**src/rtl/if_fetch_stage_if.sv**
```systemverilog
// Fetch-stage bus: hazard/redirect inputs, imem request/response channel and the IF/ID register outputs.
// master is the fetch stage; slave is its environment (hazard unit, EX, instruction memory, decode).
interface if_fetch_stage_if;
  logic        ex_stall;
  logic        redirect_valid;
  logic [31:0] redirect_pc;
  logic        imem_req_valid;
  logic        imem_req_ready;
  logic [31:0] imem_req_addr;
  logic        imem_rsp_valid;
  logic [31:0] imem_rsp_data;
  logic        if_id_valid;
  logic [31:0] if_id_pc;
  logic [31:0] if_id_instr;

  modport master (
    input  ex_stall, redirect_valid, redirect_pc, imem_req_ready, imem_rsp_valid, imem_rsp_data,
    output imem_req_valid, imem_req_addr, if_id_valid, if_id_pc, if_id_instr
  );

  modport slave (
    output ex_stall, redirect_valid, redirect_pc, imem_req_ready, imem_rsp_valid, imem_rsp_data,
    input  imem_req_valid, imem_req_addr, if_id_valid, if_id_pc, if_id_instr
  );
endinterface

```
**src/rtl/if_fetch_stage.sv**
```systemverilog
// RV32 fetch front end: one outstanding imem fetch, response lands in IF/ID the next cycle; ex_stall parks it in a
// 1-entry hold buffer, redirects flush. Optional perf counters with IF_PERF_CNT_EN.
module if_fetch_stage #(
  parameter logic [31:0] RESET_PC = 32'h0000_0000
) (
  input  logic              clk,
  input  logic              rst_n,
  if_fetch_stage_if.master  bus
`ifdef IF_PERF_CNT_EN
  ,
  output logic [31:0]       perf_stall_cnt,
  output logic [31:0]       perf_flush_cnt
`endif
);

  localparam logic [31:0] NOP = 32'h0000_0013;

  typedef enum logic [1:0] {S_REQ, S_WAIT, S_DROP} state_e;

  state_e      state_q, state_d;
  logic [31:0] pc_q, pc_d;
  logic [31:0] pc_req_q, pc_req_d;
  logic        hold_valid_q, hold_valid_d;
  logic [31:0] hold_pc_q, hold_pc_d;
  logic [31:0] hold_instr_q, hold_instr_d;
  logic        if_id_valid_q, if_id_valid_d;
  logic [31:0] if_id_pc_q, if_id_pc_d;
  logic [31:0] if_id_instr_q, if_id_instr_d;

  logic        req_vld;
  logic        req_acc;
  logic        deliver;
  logic [31:0] redirect_pc_al;
  logic        unused_redirect_lsbs;

  assign redirect_pc_al       = {bus.redirect_pc[31:2], 2'b00};
  assign unused_redirect_lsbs = ^bus.redirect_pc[1:0];

  always_comb begin
    req_vld = 1'b0;
    unique case (state_q)
      S_REQ:   req_vld = !hold_valid_q && !bus.redirect_valid;
      // back-to-back request in the response cycle keeps the 1-cycle memory at full rate
      S_WAIT:  req_vld = bus.imem_rsp_valid && !bus.ex_stall && !hold_valid_q && !bus.redirect_valid;
      default: req_vld = 1'b0;
    endcase
    req_vld = req_vld && rst_n;
    req_acc = req_vld && bus.imem_req_ready;
    deliver = (state_q == S_WAIT) && bus.imem_rsp_valid && !bus.redirect_valid;
  end

  assign bus.imem_req_valid = req_vld;
  assign bus.imem_req_addr  = pc_q;
  assign bus.if_id_valid    = if_id_valid_q;
  assign bus.if_id_pc       = if_id_pc_q;
  assign bus.if_id_instr    = if_id_instr_q;

  always_comb begin
    state_d       = state_q;
    pc_d          = pc_q;
    pc_req_d      = pc_req_q;
    hold_valid_d  = hold_valid_q;
    hold_pc_d     = hold_pc_q;
    hold_instr_d  = hold_instr_q;
    if_id_valid_d = if_id_valid_q;
    if_id_pc_d    = if_id_pc_q;
    if_id_instr_d = if_id_instr_q;

    unique case (state_q)
      S_REQ: begin
        if (req_acc) state_d = S_WAIT;
      end
      S_WAIT: begin
        if (bus.redirect_valid) begin
          state_d = bus.imem_rsp_valid ? S_REQ : S_DROP;
        end else if (bus.imem_rsp_valid) begin
          state_d = req_acc ? S_WAIT : S_REQ;
        end
      end
      S_DROP: begin
        if (bus.imem_rsp_valid) state_d = S_REQ;
      end
      default: state_d = S_REQ;
    endcase

    if (req_acc) begin
      pc_req_d = pc_q;
      pc_d     = pc_q + 32'd4;
    end
    if (bus.redirect_valid) pc_d = redirect_pc_al;

    // IF/ID source priority: redirect flush, stall freeze, hold buffer, fresh response, bubble
    if (bus.redirect_valid) begin
      if_id_valid_d = 1'b0;
      if_id_instr_d = NOP;
      hold_valid_d  = 1'b0;
    end else if (bus.ex_stall) begin
      if (deliver) begin
        hold_valid_d = 1'b1;
        hold_pc_d    = pc_req_q;
        hold_instr_d = bus.imem_rsp_data;
      end
    end else if (hold_valid_q) begin
      if_id_valid_d = 1'b1;
      if_id_pc_d    = hold_pc_q;
      if_id_instr_d = hold_instr_q;
      hold_valid_d  = 1'b0;
    end else if (deliver) begin
      if_id_valid_d = 1'b1;
      if_id_pc_d    = pc_req_q;
      if_id_instr_d = bus.imem_rsp_data;
    end else begin
      if_id_valid_d = 1'b0;
      if_id_instr_d = NOP;
    end
  end

  always_ff @(posedge clk or negedge rst_n) begin
    if (!rst_n) begin
      state_q       <= S_REQ;
      pc_q          <= RESET_PC;
      pc_req_q      <= 32'h0;
      hold_valid_q  <= 1'b0;
      hold_pc_q     <= 32'h0;
      hold_instr_q  <= 32'h0;
      if_id_valid_q <= 1'b0;
      if_id_pc_q    <= 32'h0;
      if_id_instr_q <= NOP;
    end else begin
      state_q       <= state_d;
      pc_q          <= pc_d;
      pc_req_q      <= pc_req_d;
      hold_valid_q  <= hold_valid_d;
      hold_pc_q     <= hold_pc_d;
      hold_instr_q  <= hold_instr_d;
      if_id_valid_q <= if_id_valid_d;
      if_id_pc_q    <= if_id_pc_d;
      if_id_instr_q <= if_id_instr_d;
    end
  end

`ifdef IF_PERF_CNT_EN
  logic [31:0] perf_stall_q, perf_stall_d;
  logic [31:0] perf_flush_q, perf_flush_d;

  always_comb begin
    perf_stall_d = perf_stall_q;
    perf_flush_d = perf_flush_q;
    if (bus.ex_stall && !bus.redirect_valid) perf_stall_d = perf_stall_q + 32'd1;
    if (bus.redirect_valid) perf_flush_d = perf_flush_q + 32'd1;
  end

  always_ff @(posedge clk or negedge rst_n) begin
    if (!rst_n) begin
      perf_stall_q <= 32'h0;
      perf_flush_q <= 32'h0;
    end else begin
      perf_stall_q <= perf_stall_d;
      perf_flush_q <= perf_flush_d;
    end
  end

  assign perf_stall_cnt = perf_stall_q;
  assign perf_flush_cnt = perf_flush_q;
`endif

endmodule

```
**src/flat_wrapper.sv**
```systemverilog
// flat-port wrapper written by rule: the top's interface ports become plain ports
module if_fetch_stage_flat 
#(
  parameter logic [31:0] RESET_PC = 32'h0000_0000
)
  (clk, rst_n, bus_ex_stall, bus_redirect_valid, bus_redirect_pc, bus_imem_req_ready, bus_imem_rsp_valid, bus_imem_rsp_data, bus_imem_req_valid, bus_imem_req_addr, bus_if_id_valid, bus_if_id_pc, bus_if_id_instr);
  if_fetch_stage_if bus_i ();
  input  logic clk;
  input  logic rst_n;
  input wire logic [$bits(bus_i.ex_stall)-1:0] bus_ex_stall;
  input wire logic [$bits(bus_i.redirect_valid)-1:0] bus_redirect_valid;
  input wire logic [$bits(bus_i.redirect_pc)-1:0] bus_redirect_pc;
  input wire logic [$bits(bus_i.imem_req_ready)-1:0] bus_imem_req_ready;
  input wire logic [$bits(bus_i.imem_rsp_valid)-1:0] bus_imem_rsp_valid;
  input wire logic [$bits(bus_i.imem_rsp_data)-1:0] bus_imem_rsp_data;
  output wire logic [$bits(bus_i.imem_req_valid)-1:0] bus_imem_req_valid;
  output wire logic [$bits(bus_i.imem_req_addr)-1:0] bus_imem_req_addr;
  output wire logic [$bits(bus_i.if_id_valid)-1:0] bus_if_id_valid;
  output wire logic [$bits(bus_i.if_id_pc)-1:0] bus_if_id_pc;
  output wire logic [$bits(bus_i.if_id_instr)-1:0] bus_if_id_instr;
  assign bus_i.ex_stall = bus_ex_stall;
  assign bus_i.redirect_valid = bus_redirect_valid;
  assign bus_i.redirect_pc = bus_redirect_pc;
  assign bus_i.imem_req_ready = bus_imem_req_ready;
  assign bus_i.imem_rsp_valid = bus_imem_rsp_valid;
  assign bus_i.imem_rsp_data = bus_imem_rsp_data;
  assign bus_imem_req_valid = bus_i.imem_req_valid;
  assign bus_imem_req_addr = bus_i.imem_req_addr;
  assign bus_if_id_valid = bus_i.if_id_valid;
  assign bus_if_id_pc = bus_i.if_id_pc;
  assign bus_if_id_instr = bus_i.if_id_instr;
  if_fetch_stage #(.RESET_PC(RESET_PC)) u_core (.clk(clk), .rst_n(rst_n), .bus(bus_i));
endmodule
```
**config.mk**
```make
export PLATFORM = sky130hd
export DESIGN_NAME = if_fetch_stage_flat
export DESIGN_NICKNAME = d
export VERILOG_FILES = /design/src/rtl/if_fetch_stage_if.sv /design/src/rtl/if_fetch_stage.sv /design/src/flat_wrapper.sv
export SDC_FILE = /design/constraint.sdc
export NUM_CORES = 1
export LEC_CHECK = 0
export ABC_AREA = 1
export CELL_PAD_IN_SITES_DETAIL_PLACEMENT = 0
export CELL_PAD_IN_SITES_GLOBAL_PLACEMENT = 1
export CORE_MARGIN = 3
export CORE_UTILIZATION = 41
export CTS_CLUSTER_SIZE = 16
export DETAILED_ROUTE_END_ITERATION = 8
export PLACE_DENSITY = 0.94
export SLEW_MARGIN = 20
export SYNTH_ARGS = -nofsm -noshare
export SYNTH_HDL_FRONTEND = slang
export SYNTH_SLANG_ARGS = --single-unit
```
**constraint.sdc**
```tcl
create_clock -name clk -period 3.45 [get_ports clk]
set_clock_uncertainty 0.15 [all_clocks]
set_input_delay 1.035 -clock clk [delete_from_list [all_inputs] [get_ports clk]]
set_output_delay 1.035 -clock clk [all_outputs]
set_load 0.01 [all_outputs]
```
## Yosys cells after proc, flatten, opt, wreduce, memory -nomap -nowiden

Cells that the tools add are included.

| storage, ports and cells | value |
|---|---|
| flip-flop bits (word level) | 196 |
| input port bits | 70 |
| output and inout port bits | 98 |
| logic and storage cells | 59 |

| operators by class | value |
|---|---|
| add/sub/neg operators | 1 |
| equality and inequality tests | 7 |
| multiplexer cells | 23 |
| bitwise logic cells | 2 |
| reduce and logical (&&, ||, !) cells | 17 |

Operators by type and width:

| kind | number |
|---|---|
| $mux 32 | 8 |
| $add 32x3->32 const B | 1 |
| $mux 2 | 5 |
| $reduce_and 3->1 | 3 |
| $logic_and 1x1->1 | 8 |
| $mux 1 | 8 |
| $pmux 2 s3 | 1 |
| $ne 2x1->1 const B | 2 |
| $reduce_bool 2->1 | 2 |
| $logic_not 1->1 | 3 |
| $ne 3x1->1 const B | 1 |
| $ne 3x3->1 const B | 1 |
| $eq 2x1->1 const B | 1 |
| $eq 2x2->1 const B | 1 |
| $logic_not 2->1 | 1 |
| $ne 2x2->1 const B | 1 |
| $not 1->1 | 2 |
| $pmux 1 s2 | 1 |

## Logic depth before layout (Yosys ltp)

Gate-level depths: netlist of the first run.

| logic depth | value |
|---|---|
| depth after elaboration | 11 |
| gate-level depth with buffers | 11 |
| mapped depth without buffers | 10 |

## Worst setup path before layout of the first run

Ideal clock, no wire load.

| timing | value |
|---|---|
| path type | in2out |
| start point | input port bus_redirect_valid |
| end point | output port bus_imem_req_valid |
| data arrival time | 1.507 ns |
| data required time | 2.265 ns |
| path slack | 0.758 ns |
| stages | 6 |
| path through | buf_6 > inv_2 > nand2_1 > nor2_2 > nand2_1 > inv_1 |

| between the ends | value |
|---|---|
| cells in the longest elaborated chain, start to end | 4 |
| elaborated cells between the ends (all ways) | 5 |

Ends and longest elaborated chain:

| item | RTL line | text |
|---|---|---|
| from (decl) | flat_wrapper.sv:11 | `input wire logic [$bits(bus_i.redirect_valid)-1:0] bus_redirect_valid;` |
| $logic_not 1->1 (*) | if_fetch_stage.sv:42, if_fetch_stage.sv:44 |  |
| $logic_and 1x1->1 (on tied branches) | if_fetch_stage.sv:44, if_fetch_stage.sv:42 |  |
| $pmux 1 s2 (*) | if_fetch_stage.sv:41 | `unique case (state_q)` |
| $logic_and 1x1->1 (*) | if_fetch_stage.sv:47 | `req_vld = req_vld && rst_n;` |
| to (decl) | flat_wrapper.sv:16 | `output wire logic [$bits(bus_i.imem_req_valid)-1:0] bus_imem_req_valid;` |

Mark *: on every way between the ends. The rest lies on a longest branch, timed or not.

## Worst setup path in the final report of the first run

| timing | value |
|---|---|
| start point | input port bus_imem_rsp_valid |
| end point | output port bus_imem_req_valid |

| between the ends | value |
|---|---|
| cells in the longest elaborated chain, start to end | 5 |

Ends and longest elaborated chain:

| item | RTL line | text |
|---|---|---|
| from (decl) | flat_wrapper.sv:14 | `input wire logic [$bits(bus_i.imem_rsp_valid)-1:0] bus_imem_rsp_valid;` |
| $logic_and 1x1->1 (3 in series) | if_fetch_stage.sv:44 | `S_WAIT: req_vld = bus.imem_rsp_valid && !bus.ex_stall && !hold_valid_q && !bus.redirect_valid;` |
| $pmux 1 s2 | if_fetch_stage.sv:41 |  |
| $logic_and 1x1->1 | if_fetch_stage.sv:47 |  |

Every way passes these cells.

==> metrics.txt, run 1 <==
# TYPE chip_impl_metric gauge
chip_impl_metric{name="synth_largest_type_area_fraction",unit=""} 0.5062
chip_impl_metric{name="biggest_cell_delay_along_the_critical_path",unit="ns"} 0.53
chip_impl_info{name="hold_start",value="u_core.hold_pc_q[28]$_DFFE_PN0P_"} 1
chip_impl_metric{name="wire_length_of_the_first_global_routing_pass",unit="um"} 39230
chip_impl_info{name="cts.root.buffer_cell",value="clkbuf_16"} 1
chip_impl_metric{name="cts_buffers",unit=""} 17
chip_impl_metric{name="route.vias.total",unit=""} 7975
chip_impl_info{name="worstHoldEndpoint",value="u_core.hold_pc_q[28]$_DFFE_PN0P_"} 1
chip_impl_metric{name="clockBufferDepth",unit=""} 2
chip_impl_metric{name="finish.instance_area",unit="um^2"} 11570
chip_impl_metric{name="io_pins",unit=""} 168
chip_impl_metric{name="core-area",unit="um^2"} 21890
chip_impl_metric{name="post_route_cells_drive_above_1_share",unit=""} 0.07056
chip_impl_metric{name="final_net_count",unit=""} 1376
chip_impl_metric{name="die_x",unit="um"} 155.4
chip_impl_metric{name="final_period_minus_worst_setup_slack",unit="ns"} 3.392
chip_impl_metric{name="wl_per_cell",unit="um"} 15.19
chip_impl_metric{name="last_weighted_congestion_value_of_the_routability_driven_placer",unit=""} 0.9225
chip_impl_metric{name="final_util",unit=""} 0.5286
chip_impl_metric{name="track_usage",unit=""} 0.2019
chip_impl_metric{name="power_density",unit="nW/um^2"} 515.1
chip_impl_metric{name="cellLeakagePower",unit="nW"} 5.605
chip_impl_metric{name="route.antenna.remaining_nets",unit=""} 0
chip_impl_metric{name="cts_post_setup_buffers_inserted",unit=""} 0
chip_impl_metric{name="initial_utilization",unit=""} 0.4178
chip_impl_metric{name="totalWireLength",unit="um"} 24270
chip_impl_info{name="r2r-start",value="u_core.hold_valid_q$_DFFE_PN0P_"} 1
chip_impl_metric{name="seq_total_area_yosys",unit=""} 0.5148
chip_impl_metric{name="whs",unit="ns"} 0.3189
chip_impl_metric{name="holdPathStages",unit=""} 2
chip_impl_metric{name="post_synth_inst_count",unit=""} 1167
chip_impl_metric{name="worst_ir_drop_vdd",unit="mV"} 0.2348
chip_impl_metric{name="largest_net_degree_at_the_start_of_global_routing",unit=""} 189
chip_impl_metric{name="maxClockFrequency",unit="MHz"} 294.8
chip_impl_metric{name="hold_violations_final",unit=""} 0
chip_impl_info{name="timing.critical_path.to_type",value="output pin"} 1
chip_impl_metric{name="rrSetupSlack",unit="ns"} 1.11
chip_impl_metric{name="timing.max_slew.rel_slack",unit=""} 0.2982
chip_impl_metric{name="worst_slew_pin_slew",unit="ns"} 1.053
chip_impl_info{name="crit_family",value="buffers and inverters"} 1
chip_impl_info{name="crit_chain",value="clkdlybuf4s50_1 -> inv_1 -> o21ai_2 -> nand2_1 -> inv_1 -> dlygate4sd2_1"} 1
chip_impl_metric{name="numPortBuffers",unit=""} 161
chip_impl_metric{name="flow.area_growth_from_synthesis",unit="%"} 26.54
chip_impl_metric{name="die_height",unit="um"} 155.4
chip_impl_metric{name="timing.final.crit_share",unit=""} 0.9833
chip_impl_metric{name="routed_via_density",unit=""} 4.991
chip_impl_metric{name="grt_pass1_vias",unit=""} 7581
chip_impl_metric{name="postPlaceCellArea",unit="um^2"} 10970
chip_impl_metric{name="grt_antenna_before_repair",unit=""} 0
chip_impl_metric{name="report.final.setup_viol",unit=""} 0
chip_impl_metric{name="maxSlewViolCount",unit=""} 0
chip_impl_metric{name="drc_errors",unit=""} 0
chip_impl_info{name="outcome",value="finished clean"} 1
chip_impl_metric{name="skew_pair_late_insertion_delay",unit="ns"} 0.42
chip_impl_metric{name="rr_worst_depth",unit=""} 7
chip_impl_metric{name="clk_pin_slew_worst_paths",unit="ns"} 0.06
chip_impl_metric{name="cts_max_level",unit=""} 4
chip_impl_metric{name="rows",unit=""} 54
chip_impl_metric{name="yosys_warnings",unit=""} 0
chip_impl_metric{name="critPathBufInv",unit=""} 4
chip_impl_metric{name="starting_drt_drc_count",unit=""} 537
chip_impl_info{name="r2r_end",value="u_core.bus.if_id_instr[4]$_DFFE_PN1N_"} 1
chip_impl_metric{name="antenna-diode-count",unit=""} 0
chip_impl_metric{name="die_outline_area",unit="um^2"} 24130
chip_impl_metric{name="critPathRequiredTime",unit="ns"} 2.26
chip_impl_metric{name="grt_remaining_overflow",unit=""} 0
chip_impl_metric{name="cap_violations",unit=""} 0
chip_impl_metric{name="setup_tns",unit="ns"} 0
chip_impl_info{name="min-delay-path-class",value="reg -> reg"} 1
chip_impl_metric{name="path_max_fanout",unit=""} 2
chip_impl_metric{name="num-fill-cells",unit=""} 2063
chip_impl_metric{name="cts.sink_count",unit=""} 188
chip_impl_metric{name="yosys_register_bits",unit=""} 188
chip_impl_metric{name="hpwlAfterDp",unit="um"} 16290
chip_impl_metric{name="arrival",unit="ns"} 2.21
chip_impl_metric{name="detail_route.first_pass.iterations",unit=""} 5
chip_impl_metric{name="post_synthesis_cell_area",unit="um^2"} 9145
chip_impl_metric{name="synthesis.area_per_instance",unit="um^2"} 7.836
chip_impl_info{name="critPathLaunchType",value="input pin"} 1
chip_impl_info{name="timing.setup.critical_path_class",value="in -> out"} 1
chip_impl_info{name="crit_path_top_delay_cell",value="clkdlybuf4s50_1"} 1
chip_impl_metric{name="post_synth_num_cell_types",unit=""} 29
chip_impl_info{name="post_synth_main_area_contributors",value="dfrtp_1 (51%), nand2_1 (16%), nor2_1 (5.7%)"} 1
chip_impl_info{name="critical-path-top-cell-by-count",value="inv_1"} 1
chip_impl_info{name="synth_top_cell_by_area",value="dfrtp_1"} 1
chip_impl_info{name="tritoncts",value="built"} 1
## synthesized netlist by cell type, drive strengths merged
cell and instances:
nand2 403, dfrtp 185, nor2 141, nand3 107, inv 86, o21ai 86
buf 40, o31ai 31, a21oi 30, clkbuf 25, clkinv 12, o211ai 5
xor2 5, dfstp 3, mux2i 3, nand4 2, conb 1, ha 1
nor3 1
## state kept, by name (all words and copies together) (netlist names), 2 cells and up
signal and flops:
u_core.bus.imem_req_addr 30, u_core.bus.if_id_pc 30, u_core.state_q 2, u_core.pc_req_q 30, u_core.bus.if_id_instr 32, u_core.hold_instr_q 32, u_core.hold_pc_q 30
## worst reg2reg max path, cell delays in order (launching register included)
cell,delay (ns)
dfrtp_1,0.42
inv_6,0.07
buf_4,0.73
nand2_1,0.16
nand2_2,0.13
buf_4,0.32
inv_1,0.15
a21oi_1,0.15
## how the worst max path moves through the flow
| stage | start | endpoint | cells after the start |
|---|---|---|---|
| detailed placement | bus_redirect_valid | bus_imem_req_valid | 7 |
| global placement | bus_redirect_valid | bus_imem_req_valid | 7 |
| floorplan | bus_redirect_valid | bus_imem_req_valid | 6 |
| global route | bus_imem_rsp_valid | bus_imem_req_valid | 6 |
| finish | bus_imem_rsp_valid | bus_imem_req_valid | 6 |
| CTS | bus_imem_rsp_valid | bus_imem_req_valid | 6 |
## layout make-up
type | count | area, um^2 | area share
Timing Repair Buffer | 181 | 1834 | 0.1585
Sequential cell | 188 | 4708 | 0.4069
Clock buffer | 23 | 467.9 | 0.04044
Clock inverter | 9 | 135.1 | 0.01168
Tap cell | 280 | 350.3 | 0.03027
Inverter | 98 | 377.9 | 0.03265
Multi-Input combinational cell | 819 | 3699 | 0.3196
## logic make-up (layout without fill, tap and decap cells)
kind of cell | after synthesis | in the layout | share of synthesized area
other | 1 | 4 | 0.0004101
AO/OA/AOI/OAI | 152 | 152 | 0.1040
flip-flops | 188 | 188 | 0.5148
AND/OR/NAND/NOR | 654 | 654 | 0.2873
adder cells (fa/ha/maj) | 1 | 1 | 0.001368
multiplexers | 3 | 3 | 0.003284
XOR/XNOR | 5 | 5 | 0.004788
buffers and inverters | 163 | 311 | 0.08401
## routing by layer
layer	wire length (um)	global-route usage	part of all wire
met1	11500	0.2905	0.47
met2	11030	0.3144	0.45
met3	1293	0.03115	0.053
met4	441	0.06503	0.018
met5	0	0	0
## report_power, final
group | internal, W | switching [W]
sequential | 0.00255 | 0.000252
clock | 0.00118 | 0.000833
combinational | 0.000546 | 0.000595
## per-stage QoR
stage / power, W / cells / worst slack [ns]
floorplan: 0.003382 / 1170 / 0.7580
global placement: 0.003955 / 1566 / -0.2591
detailed placement: 0.003993 / 1566 / -0.2488
CTS: 0.006014 / 1598 / 0.04547
global route: 0.006293 / 1598 / -0.006918
finish: 0.005961 / 1598 / 0.05770
## placed cells by master (no fill, tap or decap), types with 2 or more instances in the layout
cell / instances
a21oi_1: 30
buf_12: 6
buf_4: 14
bufinv_16: 3
clkbuf_1: 4
clkbuf_16: 17
clkbuf_8: 2
clkdlybuf4s50_1: 157
clkinv_1: 12
clkinvlp_4: 3
conb_1: 4
dfrtp_1: 185
dfstp_2: 3
dlygate4sd2_1: 3
inv_1: 77
inv_2: 7
inv_6: 4
mux2i_1: 3
nand2_1: 399
nand2_2: 3
nand3_1: 103
nand3_2: 4
nand4_1: 2
nor2_1: 138
nor2_2: 2
o211ai_1: 5
o21ai_0: 50
o21ai_1: 35
o31ai_1: 11
o31ai_2: 20
xor2_1: 5
## what timing repair did
action,CTS,global route
resized for setup,3,1
hold buffers,0,0
pin swaps,0,1
endpoints found under the setup margin,1,1
(Power assumes the default switching activity.)
==> run 2, diff against run 1 <==
--- a/config.mk
+++ b/config.mk
@@ -12,7 +12,9 @@
 export CORE_UTILIZATION = 41
 export CTS_CLUSTER_SIZE = 16
 export DETAILED_ROUTE_END_ITERATION = 8
-export PLACE_DENSITY = 0.94
+export DONT_BUFFER_PORTS = 1
+export HOLD_SLACK_MARGIN = 0.06
+export PLACE_DENSITY = 0.8
 export SLEW_MARGIN = 20
 export SYNTH_ARGS = -nofsm -noshare
 export SYNTH_HDL_FRONTEND = slang
==> metrics.txt, run 2 (synthesis gave the netlist of run 1 again) <==
# TYPE chip_impl_metric gauge
chip_impl_metric{name="final_period_minus_worst_setup_slack",unit="ns"} 2.769
chip_impl_metric{name="cap_violations",unit=""} 0
chip_impl_info{name="mostFrequentLayoutCells",value="nand2_1 (399), dfrtp_1 (185), nor2_1 (138)"} 1
chip_impl_metric{name="maxClockFrequency",unit="MHz"} 361.2
chip_impl_metric{name="detail_route.first_pass.iterations",unit=""} 4
chip_impl_metric{name="maxSlewViolCount",unit=""} 0
chip_impl_metric{name="largest_net_degree_at_the_start_of_global_routing",unit=""} 190
chip_impl_metric{name="clk_pin_slew_worst_paths",unit="ns"} 0.07
chip_impl_metric{name="cts.sink_count",unit=""} 188
chip_impl_metric{name="setup_tns",unit="ns"} 0
chip_impl_metric{name="io_pins",unit=""} 168
chip_impl_metric{name="power.share.clock",unit=""} 0.358
chip_impl_info{name="critPathLaunchType",value="input pin"} 1
chip_impl_info{name="crit_path_top_delay_cell",value="nor2_2"} 1
chip_impl_metric{name="die_outline_area",unit="um^2"} 24130
chip_impl_metric{name="clockBufferDepth",unit=""} 2
chip_impl_metric{name="die_height",unit="um"} 155.4
chip_impl_metric{name="die_x",unit="um"} 155.4
chip_impl_metric{name="finalNonFillerCells",unit=""} 1430
chip_impl_metric{name="final_net_count",unit=""} 1208
chip_impl_info{name="min-delay-path-class",value="in -> async"} 1
chip_impl_metric{name="report.final.setup_viol",unit=""} 0
chip_impl_metric{name="p_sw",unit="W"} 0.001600
chip_impl_metric{name="grt_remaining_overflow",unit=""} 0
chip_impl_metric{name="timing.max_slew.rel_slack",unit=""} 0.3781
chip_impl_metric{name="routed_via_density",unit=""} 5.052
chip_impl_metric{name="rows",unit=""} 54
chip_impl_info{name="setup_repair_after_global_routing_missed_its_margin",value="no"} 1
chip_impl_metric{name="cts.hold.buffers_added",unit=""} 0
chip_impl_info{name="tritoncts",value="built"} 1
chip_impl_metric{name="worst_slew_pin_slew",unit="ns"} 0.9329
chip_impl_metric{name="critPathRequiredTime",unit="ns"} 2.26
chip_impl_metric{name="last_weighted_congestion_value_of_the_routability_driven_placer",unit=""} 0.8408
chip_impl_metric{name="hpwlAfterDp",unit="um"} 15480
chip_impl_metric{name="biggest_cell_delay_along_the_critical_path",unit="ns"} 0.14
chip_impl_metric{name="numPortBuffers",unit=""} 0
chip_impl_metric{name="skew_pair_late_insertion_delay",unit="ns"} 0.42
chip_impl_metric{name="flow.area_growth_from_synthesis",unit="%"} 7.539
chip_impl_metric{name="cts_post_setup_buffers_inserted",unit=""} 0
chip_impl_info{name="timing.setup.critical_path_class",value="in -> out"} 1
chip_impl_metric{name="final_util",unit=""} 0.4492
chip_impl_metric{name="cellLeakagePower",unit="nW"} 4.931
chip_impl_metric{name="route.vias.total",unit=""} 7224
chip_impl_metric{name="grt_antenna_before_repair",unit=""} 0
chip_impl_metric{name="starting_drt_drc_count",unit=""} 407
chip_impl_info{name="crit_chain",value="nand2_2 -> nor2_2 -> nand2_1 -> inv_1"} 1
chip_impl_metric{name="path_max_fanout",unit=""} 189
chip_impl_metric{name="cts_max_level",unit=""} 4
chip_impl_info{name="outcome",value="finished clean"} 1
chip_impl_metric{name="grt_pass1_vias",unit=""} 6944
chip_impl_metric{name="cts_buffers",unit=""} 17
chip_impl_metric{name="antenna-diode-count",unit=""} 0
chip_impl_metric{name="wl_per_cell",unit="um"} 16.18
chip_impl_metric{name="power.switching_fraction",unit=""} 0.2901
chip_impl_metric{name="core-area",unit="um^2"} 21890
chip_impl_metric{name="track_usage",unit=""} 0.1964
chip_impl_info{name="timing.critical_path.to_type",value="output pin"} 1
chip_impl_metric{name="hold_violations_final",unit=""} 0
chip_impl_metric{name="postCtsResizedCells",unit=""} 0
chip_impl_metric{name="cellInternalPower",unit="W"} 0.003915
chip_impl_metric{name="numPlacedInstances",unit=""} 1398
chip_impl_metric{name="initial_utilization",unit=""} 0.4178
chip_impl_metric{name="timing.final.crit_share",unit=""} 0.8026
chip_impl_metric{name="wire_length_of_the_first_global_routing_pass",unit="um"} 37980
chip_impl_info{name="cts.root.buffer_cell",value="clkbuf_16"} 1
chip_impl_metric{name="arrival",unit="ns"} 1.58
chip_impl_metric{name="pwr-share-seq",unit=""} 0.527
chip_impl_info{name="layout_commonest_cell",value="nand2_1"} 1
chip_impl_metric{name="power_density",unit="nW/um^2"} 560.7
chip_impl_metric{name="comb_power_share",unit=""} 0.114
chip_impl_metric{name="post_route_cells_drive_above_1_share",unit=""} 0.07565
chip_impl_metric{name="drc_errors",unit=""} 0
chip_impl_metric{name="worst_ir_drop_vdd",unit="mV"} 0.2657
chip_impl_metric{name="totalWireLength",unit="um"} 23140
chip_impl_metric{name="route.antenna.remaining_nets",unit=""} 0
[run 2: path summary, 6_finish.rpt]
| kind | startpoint | end | slack [ns] | cells past startpoint |
|---|---|---|---|---|
| setup / recovery | rst_n | bus_imem_req_valid | 0.68 | 4 |
| hold / removal | rst_n | u_core.hold_instr_q[22]$_DFFE_PN0P_ | 0.15 | 0 |
| setup reg to reg | u_core.bus.imem_req_addr[3]$_DFFE_PN0P_ | u_core.bus.imem_req_addr[24]$_DFFE_PN0P_ | 1.27 | 8 |
| hold reg to reg | u_core.hold_pc_q[2]$_DFFE_PN0P_ | u_core.hold_pc_q[2]$_DFFE_PN0P_ | 0.32 | 2 |
| max in group asynchronous | rst_n | u_core.bus.if_id_instr[1]$_DFFE_PN1N_ | 2.69 | 0 |
| min in group clk | u_core.hold_pc_q[2]$_DFFE_PN0P_ | u_core.hold_pc_q[2]$_DFFE_PN0P_ | 0.32 | 2 |
[run 2: layer usage]
layer / wire, um / GRT usage
met2: 10470 / 0.3109
met5: 0 / 0
met1: 10350 / 0.2639
met3: 1877 / 0.05925
met4: 447 / 0.05294
[run 2: worst max-delay path: cells and delay by family]
| family | cells | cell delay [ns] |
|---|---|---|
| buf+inv | 1 | 0.12 |
| simple gates | 3 | 0.32 |
[run 2: layout make-up]
class                           count  area [um^2]
Clock inverter                     12        136.4
Inverter                           98        377.9
Timing Repair Buffer               13        110.1
Fill cell                        2286        12060
Tap cell                          280        350.3
Clock buffer                       20        456.7
Multi-Input combinational cell    819         3695
Sequential cell                   188         4708
[run 2: power by group through the flow]
stage	clock (W)	sequential, W	combinational, W
after floorplan	0	0.00284	0.000545
after global placement	0	0.00295	0.000618
after detailed placement	0	0.00296	0.000638
after CTS	0.00203	0.00291	0.000640
after global routing	0.00212	0.00296	0.000752
final	0.00198	0.00291	0.000630
[run 2: through the flow]
stage | hold slack (ns) | worst slack [ns] | cell area [um^2] | total power [W]
finish | 0.1541 | 0.6811 | 9834 | 0.005515
global route | 0.1268 | 0.6157 | 9834 | 0.005833
CTS | 0.1380 | 0.7122 | 9834 | 0.005581
detailed placement | 0.3088 | 0.7127 | 9241 | 0.003594
global placement | 0.3036 | 0.7382 | 9241 | 0.003564
floorplan | 0.2916 | 0.7580 | 9156 | 0.003382
==> run 3, diff against run 2 <==
==> constraint.sdc (replaced) <==
create_clock -name clk -period 2.73 [get_ports clk]
set_clock_uncertainty 0.15 [all_clocks]
set_input_delay 0.819 -clock clk [delete_from_list [all_inputs] [get_ports clk]]
set_output_delay 0.819 -clock clk [all_outputs]
set_load 0.01 [all_outputs]
==> metrics.txt, run 3 (synthesis gave the netlist of run 1 again) <==
# TYPE chip_impl_metric gauge
chip_impl_metric{name="cts.sink_count",unit=""} 188
chip_impl_metric{name="flow.area_growth_from_synthesis",unit="%"} 7.867
chip_impl_metric{name="die_outline_area",unit="um^2"} 24130
chip_impl_info{name="failed_checks",value="hold timing"} 1
chip_impl_metric{name="report.final.setup_viol",unit=""} 0
chip_impl_metric{name="critPathRequiredTime",unit="ns"} 1.76
chip_impl_metric{name="grt_remaining_overflow",unit=""} 0
chip_impl_metric{name="post_route_cells_drive_above_1_share",unit=""} 0.07886
chip_impl_metric{name="wire_length_of_the_first_global_routing_pass",unit="um"} 37930
chip_impl_info{name="timing.setup.critical_path_class",value="reg -> out"} 1
chip_impl_info{name="critPathLaunchType",value="flip-flop"} 1
chip_impl_metric{name="totalWireLength",unit="um"} 23070
chip_impl_metric{name="clockBufferDepth",unit=""} 2
chip_impl_metric{name="hold_violations_final",unit=""} 40
chip_impl_metric{name="cellInternalPower",unit="W"} 0.004856
chip_impl_metric{name="cap_violations",unit=""} 0
chip_impl_metric{name="dpl_worst_slack",unit="ns"} 0.4305
chip_impl_metric{name="cellLeakagePower",unit="nW"} 4.957
chip_impl_metric{name="cts_max_level",unit=""} 4
chip_impl_metric{name="maxSlewViolCount",unit=""} 0
chip_impl_metric{name="numPortBuffers",unit=""} 0
chip_impl_info{name="outcome",value="finished with violations"} 1
chip_impl_metric{name="postCtsResizedCells",unit=""} 0
chip_impl_metric{name="path_max_fanout",unit=""} 33
chip_impl_metric{name="p_sw",unit="W"} 0.002021
chip_impl_metric{name="final_period_minus_worst_setup_slack",unit="ns"} 2.544
chip_impl_metric{name="rows",unit=""} 54
chip_impl_metric{name="cts_buffers",unit=""} 17
chip_impl_metric{name="pwr-share-seq",unit=""} 0.535
chip_impl_metric{name="drc_errors",unit=""} 0
chip_impl_metric{name="maxClockFrequency",unit="MHz"} 393.1
chip_impl_metric{name="rr_worst_depth",unit=""} 10
chip_impl_metric{name="grt_pass1_vias",unit=""} 6876
chip_impl_metric{name="skew_pair_late_insertion_delay",unit="ns"} 0.42
chip_impl_info{name="min-delay-path-class",value="in -> async"} 1
chip_impl_metric{name="route.vias.total",unit=""} 7203
chip_impl_metric{name="final.setup.worst_slack",unit="ns"} 0.1859
chip_impl_metric{name="setup_tns",unit="ns"} 0
chip_impl_metric{name="last_weighted_congestion_value_of_the_routability_driven_placer",unit=""} 0.8276
chip_impl_metric{name="final_util",unit=""} 0.4506
chip_impl_metric{name="clk_pin_slew_worst_paths",unit="ns"} 0.07
chip_impl_metric{name="power.share.clock",unit=""} 0.349
chip_impl_info{name="r2r-start",value="u_core.bus.imem_req_addr[3]$_DFFE_PN0P_"} 1
chip_impl_metric{name="wl_per_cell",unit="um"} 16.09
chip_impl_info{name="timing.critical_path.to_type",value="output pin"} 1
chip_impl_metric{name="initial_utilization",unit=""} 0.4178
chip_impl_info{name="mostFrequentLayoutCells",value="nand2_1 (399), dfrtp_1 (185), nor2_1 (138)"} 1
chip_impl_metric{name="finish.instance_area",unit="um^2"} 9864
chip_impl_metric{name="power.switching_fraction",unit=""} 0.2939
chip_impl_metric{name="detail_route.first_pass.iterations",unit=""} 7
chip_impl_metric{name="comb_power_share",unit=""} 0.116
chip_impl_metric{name="final_net_count",unit=""} 1212
chip_impl_metric{name="rrSetupSlack",unit="ns"} 0.65
chip_impl_metric{name="power_density",unit="nW/um^2"} 697.2
chip_impl_metric{name="route.antenna.remaining_nets",unit=""} 0
chip_impl_metric{name="grt_antenna_before_repair",unit=""} 0
chip_impl_metric{name="die_x",unit="um"} 155.4
chip_impl_metric{name="starting_drt_drc_count",unit=""} 469
chip_impl_metric{name="die_height",unit="um"} 155.4
chip_impl_info{name="layout_commonest_cell",value="nand2_1"} 1
chip_impl_metric{name="track_usage",unit=""} 0.1957
chip_impl_metric{name="antenna-diode-count",unit=""} 0
chip_impl_metric{name="timing.max_slew.rel_slack",unit=""} 0.6387
chip_impl_info{name="cts.root.buffer_cell",value="clkbuf_16"} 1
chip_impl_metric{name="worst_slew_pin_slew",unit="ns"} 0.5420
chip_impl_metric{name="worst_ir_drop_vdd",unit="mV"} 0.3805
chip_impl_info{name="r2r_end",value="u_core.bus.imem_req_addr[26]$_DFFE_PN0P_"} 1
chip_impl_metric{name="largest_net_degree_at_the_start_of_global_routing",unit=""} 190
chip_impl_metric{name="postPlaceCellArea",unit="um^2"} 9296
chip_impl_info{name="setup_repair_after_global_routing_missed_its_margin",value="no"} 1
chip_impl_metric{name="hpwlAfterDp",unit="um"} 15810
chip_impl_metric{name="arrival",unit="ns"} 1.58
chip_impl_metric{name="timing.final.crit_share",unit=""} 0.9319
chip_impl_metric{name="core-area",unit="um^2"} 21890
chip_impl_info{name="tritoncts",value="built"} 1
chip_impl_metric{name="whs",unit="ns"} -0.05668
chip_impl_metric{name="io_pins",unit=""} 168
chip_impl_metric{name="routed_via_density",unit=""} 5.023
chip_impl_metric{name="cts_post_setup_buffers_inserted",unit=""} 0
run 3: per-layer routing:
layer  global-route usage  share of wire  vias up
li1                     -              -     3644
met1               0.2628           0.44     3319
met2               0.3070           0.45      210
met3              0.05369          0.082       30
met4              0.06669          0.025        0
met5                    0              0        -
run 3: how the worst max path moves through the flow:
stage	cells after the start	from	slack, ns	end
after floorplan	6	bus_redirect_valid	0.47	bus_imem_req_valid
after global placement	5	bus_redirect_valid	0.45	bus_imem_req_valid
after detailed placement	5	bus_redirect_valid	0.43	bus_imem_req_valid
after CTS	5	u_core.hold_valid_q$_DFFE_PN0P_	0.16	bus_imem_req_valid
after global routing	5	u_core.hold_valid_q$_DFFE_PN0P_	0.1	bus_imem_req_valid
final	5	u_core.hold_valid_q$_DFFE_PN0P_	0.19	bus_imem_req_valid
run 3: final cells by class:
type	count	area, um^2
flip-flops and latches	188	4708
fillers	2272	12030
repair buffers	17	165.2
clock inverters	12	111.4
inverters	98	377.9
well taps	280	350.3
multi-input cells	819	3695
clock buffers	20	456.7
run 3: power groups by stage:
stage / combinational, W / clock (W) / sequential (W)
after floorplan: 0.000688 / 0 / 0.00358
after global placement: 0.000782 / 0 / 0.00372
after detailed placement: 0.000808 / 0 / 0.00374
after CTS: 0.000810 / 0.00248 / 0.00369
after global routing: 0.000948 / 0.00259 / 0.00375
final: 0.000795 / 0.00240 / 0.00368
run 3: critical path, cell delays in order (launching register included):
cell	delay (ns)
dfrtp_1	0.42
inv_6	0.25
nand2_2	0.08
nor2_2	0.17
nand2_1	0.10
inv_1	0.12
run 3: through the flow:
| stage | instances | hold slack [ns] | power, W |
|---|---|---|---|
| 4_1_cts | 1434 | -0.08031 | 0.006973 |
| 3_5_place_dp | 1402 | 0.3087 | 0.004545 |
| 6_report | 1434 | -0.05668 | 0.006878 |
| 2_1_floorplan | 1170 | 0.2916 | 0.004273 |
| 5_1_grt | 1434 | -0.07793 | 0.007282 |
| 3_3_place_gp | 1402 | 0.3038 | 0.004507 |
